[config.mk]
export PLATFORM = sky130hd
export DESIGN_NAME = alu_mult_sequencer
export DESIGN_NICKNAME = d
export VERILOG_FILES = /design/src/rtl/alu_mult_sequencer.sv
export SDC_FILE = /design/constraint.sdc
export NUM_CORES = 1
export LEC_CHECK = 0
export BUFFER_PORTS_ARGS = -buffer_cell sky130_fd_sc_hd__buf_2
export CAP_MARGIN = 5
export CORE_AREA = 2 2 152 154
export DETAILED_ROUTE_END_ITERATION = 12
export DIE_AREA = 0 0 154 156
export PLACE_DENSITY = 0.77
export SYNTH_ARGS = -nofsm -noshare
export SYNTH_HDL_FRONTEND = slang
export SYNTH_SLANG_ARGS = --single-unit
[constraint.sdc]
create_clock -name clock -period 2.05 [get_ports clock]
set_input_delay 0 -clock clock [delete_from_list [all_inputs] [get_ports clock]]
set_output_delay 0 -clock clock [all_outputs]
set_load 0.03 [all_outputs]
[src/rtl/alu_mult_sequencer.sv]
// Shift-add multiplier controller that borrows the shared ALU_LEGv8 datapath for every add and shift.
// Optional early termination is enabled by defining MULT_EARLY_TERM_EN.
module alu_mult_sequencer #(
  parameter int WIDTH = 64,
  parameter int CNT_W = 7
) (
  input  logic             clock,
  input  logic             reset,
  input  logic             in_valid,
  output logic             in_ready,
  input  logic [WIDTH-1:0] in_a,
  input  logic [WIDTH-1:0] in_b,
  output logic             out_valid,
  input  logic             out_ready,
  output logic [WIDTH-1:0] out_product,
  output logic [WIDTH-1:0] alu_A,
  output logic [WIDTH-1:0] alu_B,
  output logic [4:0]       alu_FS,
  output logic             alu_C0,
  input  logic [WIDTH-1:0] alu_F
);

  localparam logic [1:0] IDLE = 2'd0;
  localparam logic [1:0] ADD  = 2'd1;
  localparam logic [1:0] SHF  = 2'd2;
  localparam logic [1:0] DONE = 2'd3;

  localparam logic [4:0] FS_IDLE = 5'b00000;
  localparam logic [4:0] FS_ADD  = 5'b01000;
  localparam logic [4:0] FS_SHL  = 5'b10000;

  localparam logic [CNT_W-1:0] LAST_CNT = CNT_W'(WIDTH - 1);

`ifdef MULT_EARLY_TERM_EN
  localparam bit EARLY_TERM = 1'b1;
`else
  localparam bit EARLY_TERM = 1'b0;
`endif

  logic [1:0]       state, state_nxt;
  logic [WIDTH-1:0] mcand, mplier, acc;
  logic [CNT_W-1:0] cnt;
  logic [WIDTH-1:0] mplier_shr;
  logic             accept;

  assign mplier_shr = mplier >> 1;
  assign accept     = in_valid && in_ready;

  // NOTE: every variable written in an always_comb gets a default first, so no path can infer a latch.
  always_comb begin
    state_nxt = state;
    case (state)
      IDLE: begin
        if (accept) begin
          state_nxt = in_b[0] ? ADD : SHF;
          if (EARLY_TERM && (in_b == '0)) state_nxt = DONE;
        end
      end
      ADD:  state_nxt = SHF;
      SHF: begin
        if (cnt == LAST_CNT)                        state_nxt = DONE;
        else if (EARLY_TERM && (mplier_shr == '0))  state_nxt = DONE;
        else                                        state_nxt = mplier_shr[0] ? ADD : SHF;
      end
      DONE: if (out_ready) state_nxt = IDLE;
      default: state_nxt = IDLE;
    endcase
  end

  // Outputs decode from state and registers only; reset state is IDLE, so only in_ready needs the reset gate.
  always_comb begin
    in_ready    = 1'b0;
    out_valid   = 1'b0;
    out_product = '0;
    alu_A       = '0;
    alu_B       = '0;
    alu_FS      = FS_IDLE;
    alu_C0      = 1'b0;
    case (state)
      IDLE: in_ready = reset;
      ADD: begin
        alu_A  = acc;
        alu_B  = mcand;
        alu_FS = FS_ADD;
      end
      SHF: begin
        alu_A  = mcand;
        alu_B  = WIDTH'(1);
        alu_FS = FS_SHL;
      end
      DONE: begin
        out_valid   = 1'b1;
        out_product = acc;
      end
      default: ;
    endcase
  end

  // NOTE: sequential state uses non-blocking assignments so all registers update from pre-edge values.
  always_ff @(posedge clock or negedge reset) begin
    if (!reset) begin
      state  <= IDLE;
      mcand  <= '0;
      mplier <= '0;
      acc    <= '0;
      cnt    <= '0;
    end else begin
      state <= state_nxt;
      case (state)
        IDLE: begin
          if (accept) begin
            mcand  <= in_a;
            mplier <= in_b;
            acc    <= '0;
            cnt    <= '0;
          end
        end
        ADD: acc <= alu_F;
        SHF: begin
          mcand  <= alu_F;
          mplier <= mplier_shr;
          cnt    <= cnt + CNT_W'(1);
        end
        default: ;
      endcase
    end
  end

endmodule

==> key figures <==
Power and ir drop
  – Logic pwr share: 58.0%
  – Cell Pwr Density: ~1600 nW/µm²
  – Sw frac: between 40% and 50%
  – Leakage: approximately 7.9 nW
  – Int Pwr: 13.82 mW
  – Reg power frac: around 28%
  – Worst VDD drop: between 0.7 and 0.8 mV
  – Total power: roughly 25 mW
  – Clk pwr share: between 10% and 20%
  – P_sw: approximately 11 mW

Placed design
  – Placer Congestion: slightly above 0.9
  – Port bufs: 391
  – Placed insts: 1,590
  – Dpl hpwl: 24.52 mm

Clock network
  – CTS tree: done
  – Clock buffer depth: 2
  – Clk root buf: clkbuf_16
  – Skew-Pair Late Insertion Delay: between 400 and 500 ps
  – Total CTS buffers: 17
  – CTS H-tree depth: 4
  – Reg clk slew, reported paths: approximately 70 ps
  – Clock sink count: 200

Worst hold path
  – Hold Crit Class: in -> reg
  – HP Start: out_ready

Logic synthesis
  – Register area share after synthesis: about half
  – Synth Instances: 980
  – Seq cells post-synth: 200
  – Yosys cell types: 38
  – Post-synth top area cell: dfrtp_1
  – Top cells by count, synth: dfrtp_1 (200), and2_1 (131), a221o_1 (90), and3_1 (90), a22o_1 (66)
  – Top-area cell type share of the netlist area: about 48%
  – Ys flop type: dfrtp_1
  – Ys Warns: 0
  – Synthesized cell area: ~10,000 µm²
  – Area contributors post-synth: dfrtp_1 (48%), a221o_1 (8.6%), and2_1 (7.9%)
  – Syn avg cell area: 10.63 µm²
  – Most common cell in the netlist: dfrtp_1
  – Asr flop ratio synth: 100.0%
  – Post-synth EDFFs: 0

STA
  – Fin. Hold Viols: 0
  – Worst-margin pin slew: between 700 and 800 ps
  – Setup TNS: 0 ps
  – Clock period minus worst slack: 2040 ps
  – Slew Viols, Final: 0
  – Rel. slew slack: 48.77%
  – RSZ-0062 raised after global routing: true
  – Clock Skew: around 17 ps
  – Top achievable clock speed: 490.2 MHz
  – Final setup viols: 0
  – Worst hold margin: 33.34 ps
  – Period utilisation layout: between 90 and 100%

Routing
  – Wirelength per Cell: 23.02 µm
  – Final ANT Viol Nets: 0
  – Drt total wl: about 42 mm
  – DR vias/cell: 6.122
  – Drt drc: 0
  – Total number of vias: approximately 11,000
  – First-pass iteration count of the detailed router: 5
  – Initial DRC count: 1,144

Floorplan
  – Initial Utilization: a little under half
  – Die W: 154 µm
  – Core ar.: between 20,000 and 25,000 µm²
  – Die ar.: 24,020 µm²
  – I/O Pins: about 400
  – # rows: 55
  – Die H: roughly 160 µm

Global routing
  – Largest net degree at the start of global routing: 60
  – Grt total ovfl: 0
  – GR Util All Layers: between 30% and 40%
  – Global-route wire length before repair: between 60 and 70 mm
  – Initial antenna violation count: 3
  – Vias in the first global route: between 10,000 and 15,000

Setup path
  – Crit end category: primary output
  – Critical Path Start Type: register
  – WP data required: 2050 ps
  – Critical Path Start: state[1]
  – RR Startpoint: state[1]
  – Critical path arrival: 2040 ps
  – Setup CP Type: reg -> out
  – CP max FO: 24

Cells and area
  – Finished Layout Cells: about 1,800
  – Fillers: around 1,500
  – Synth-to-Final Area Change: 51.82%
  – Layout cells sized above 1: around a third
  – Fin nets: ~1,700

Outcome
  – Status: completed

Flow run
  – Max_cap viols: 0
[per-layer routing]
metal,track usage (%),up-vias,routed length (µm)
met2,54.94,842,20460
met3,7.250,188,3939
met1,41.08,5470,15800
met4,17.85,0,2229
li1,-,4783,-
met5,0,-,0
[power groups by stage]
| stage | combinational, mW | clock, mW | sequential [mW] |
|---|---|---|---|
| 5_1_grt | 15.5 | 3.64 | 7.34 |
| 6_report | 14.6 | 3.42 | 7.16 |
| 3_3_place_gp | 12.6 | 0 | 7.05 |
| 2_1_floorplan | 9.20 | 0 | 6.55 |
| 3_5_place_dp | 12.9 | 0 | 7.06 |
| 4_1_cts | 13.6 | 3.46 | 7.03 |
[cell families after synthesis]
family | after synthesis | synth area share (%)
and+or+nand+nor | 340 | 19.93
AOI/OAI and AO/OA | 278 | 22.11
DFF | 200 | 48.05
buffers and inverters | 116 | 5.394
muxes | 39 | 3.760
adders and majority gates | 6 | 0.7207
other | 1 | 0.03600
[cell usage in the layout (no fill, tap or decap), drive strengths merged, types with 4 or more instances in the layout]
cell type / netlist / final
buf: 51 / 447
o21ai: 43 / 43
a22oi: 64 / 64
and2: 132 / 132
diode: 0 / 4
dlygate4sd3: 0 / 193
clkinv: 0 / 6
mux2i: 38 / 38
conb: 1 / 4
dfrtp: 200 / 200
nand3: 40 / 40
a22o: 66 / 66
nor2b: 65 / 65
clkbuf: 60 / 30
ha: 6 / 6
and3: 90 / 90
inv: 5 / 8
a221o: 90 / 90
[through the flow]
step / worst slack [ps] / instance area [µm²] / util, %
final: 9.889 / 15810 / 70.71
after detailed placement: 19.07 / 12800 / 57.24
after floorplan: 19.59 / 10430 / -
after global placement: 124.7 / 12800 / 57.24
after CTS: 0.1730 / 15490 / 69.27
after global routing: -106.0 / 15810 / 70.69
[final timing paths]
| check | endpoint | slack (ps) | cells after the start |
|---|---|---|---|
| worst max-delay path | alu_A[14] | 10 | 6 |
| worst min-delay path | state[1] | 30 | 4 |
| worst max register to register | mplier[44] | 70 | 6 |
| worst min register to register | mplier[16] | 510 | 1 |
| max in group asynchronous | mcand[62] | 550 | 4 |
| min in group asynchronous | mplier[15] | 80 | 2 |
[what timing repair did]
action	in CTS	in global routing
hold buffers	193	0
resized for setup	9	43
setup buffers	8	8
setup endpoints to repair	103	177
gates cloned	2	7
pin swaps	1	1
hold endpoints to repair	261	0
[sequential cells by signal, indices dropped and copies added, names as in the netlist]
signal	count
acc	64
cnt	7
mcand	64
mplier	63
state	2
[worst max-delay path, cell delays in order, from the launching register on]
cell	delay [ps]
dfrtp_1	390
buf_4	140
ha_4	240
buf_12	230
a22oi_1	130
nor2b_1	250
buf_4	220
[layout make-up]
cell class / instances / area (µm²) / share of cell area [%]
Clock inverter: 12 / 136.4 / 0.8624
Sequential cell: 200 / 5005 / 31.65
Inverter: 5 / 18.77 / 0.1187
Multi-Input combinational cell: 667 / 4965 / 31.39
Antenna cell: 4 / 10.01 / 0.06330
Timing Repair Buffer: 650 / 4856 / 30.71
Clock buffer: 20 / 466.7 / 2.951
Tap cell: 285 / 356.6 / 2.255
Note: power is estimated with default switching activity, not from simulation.
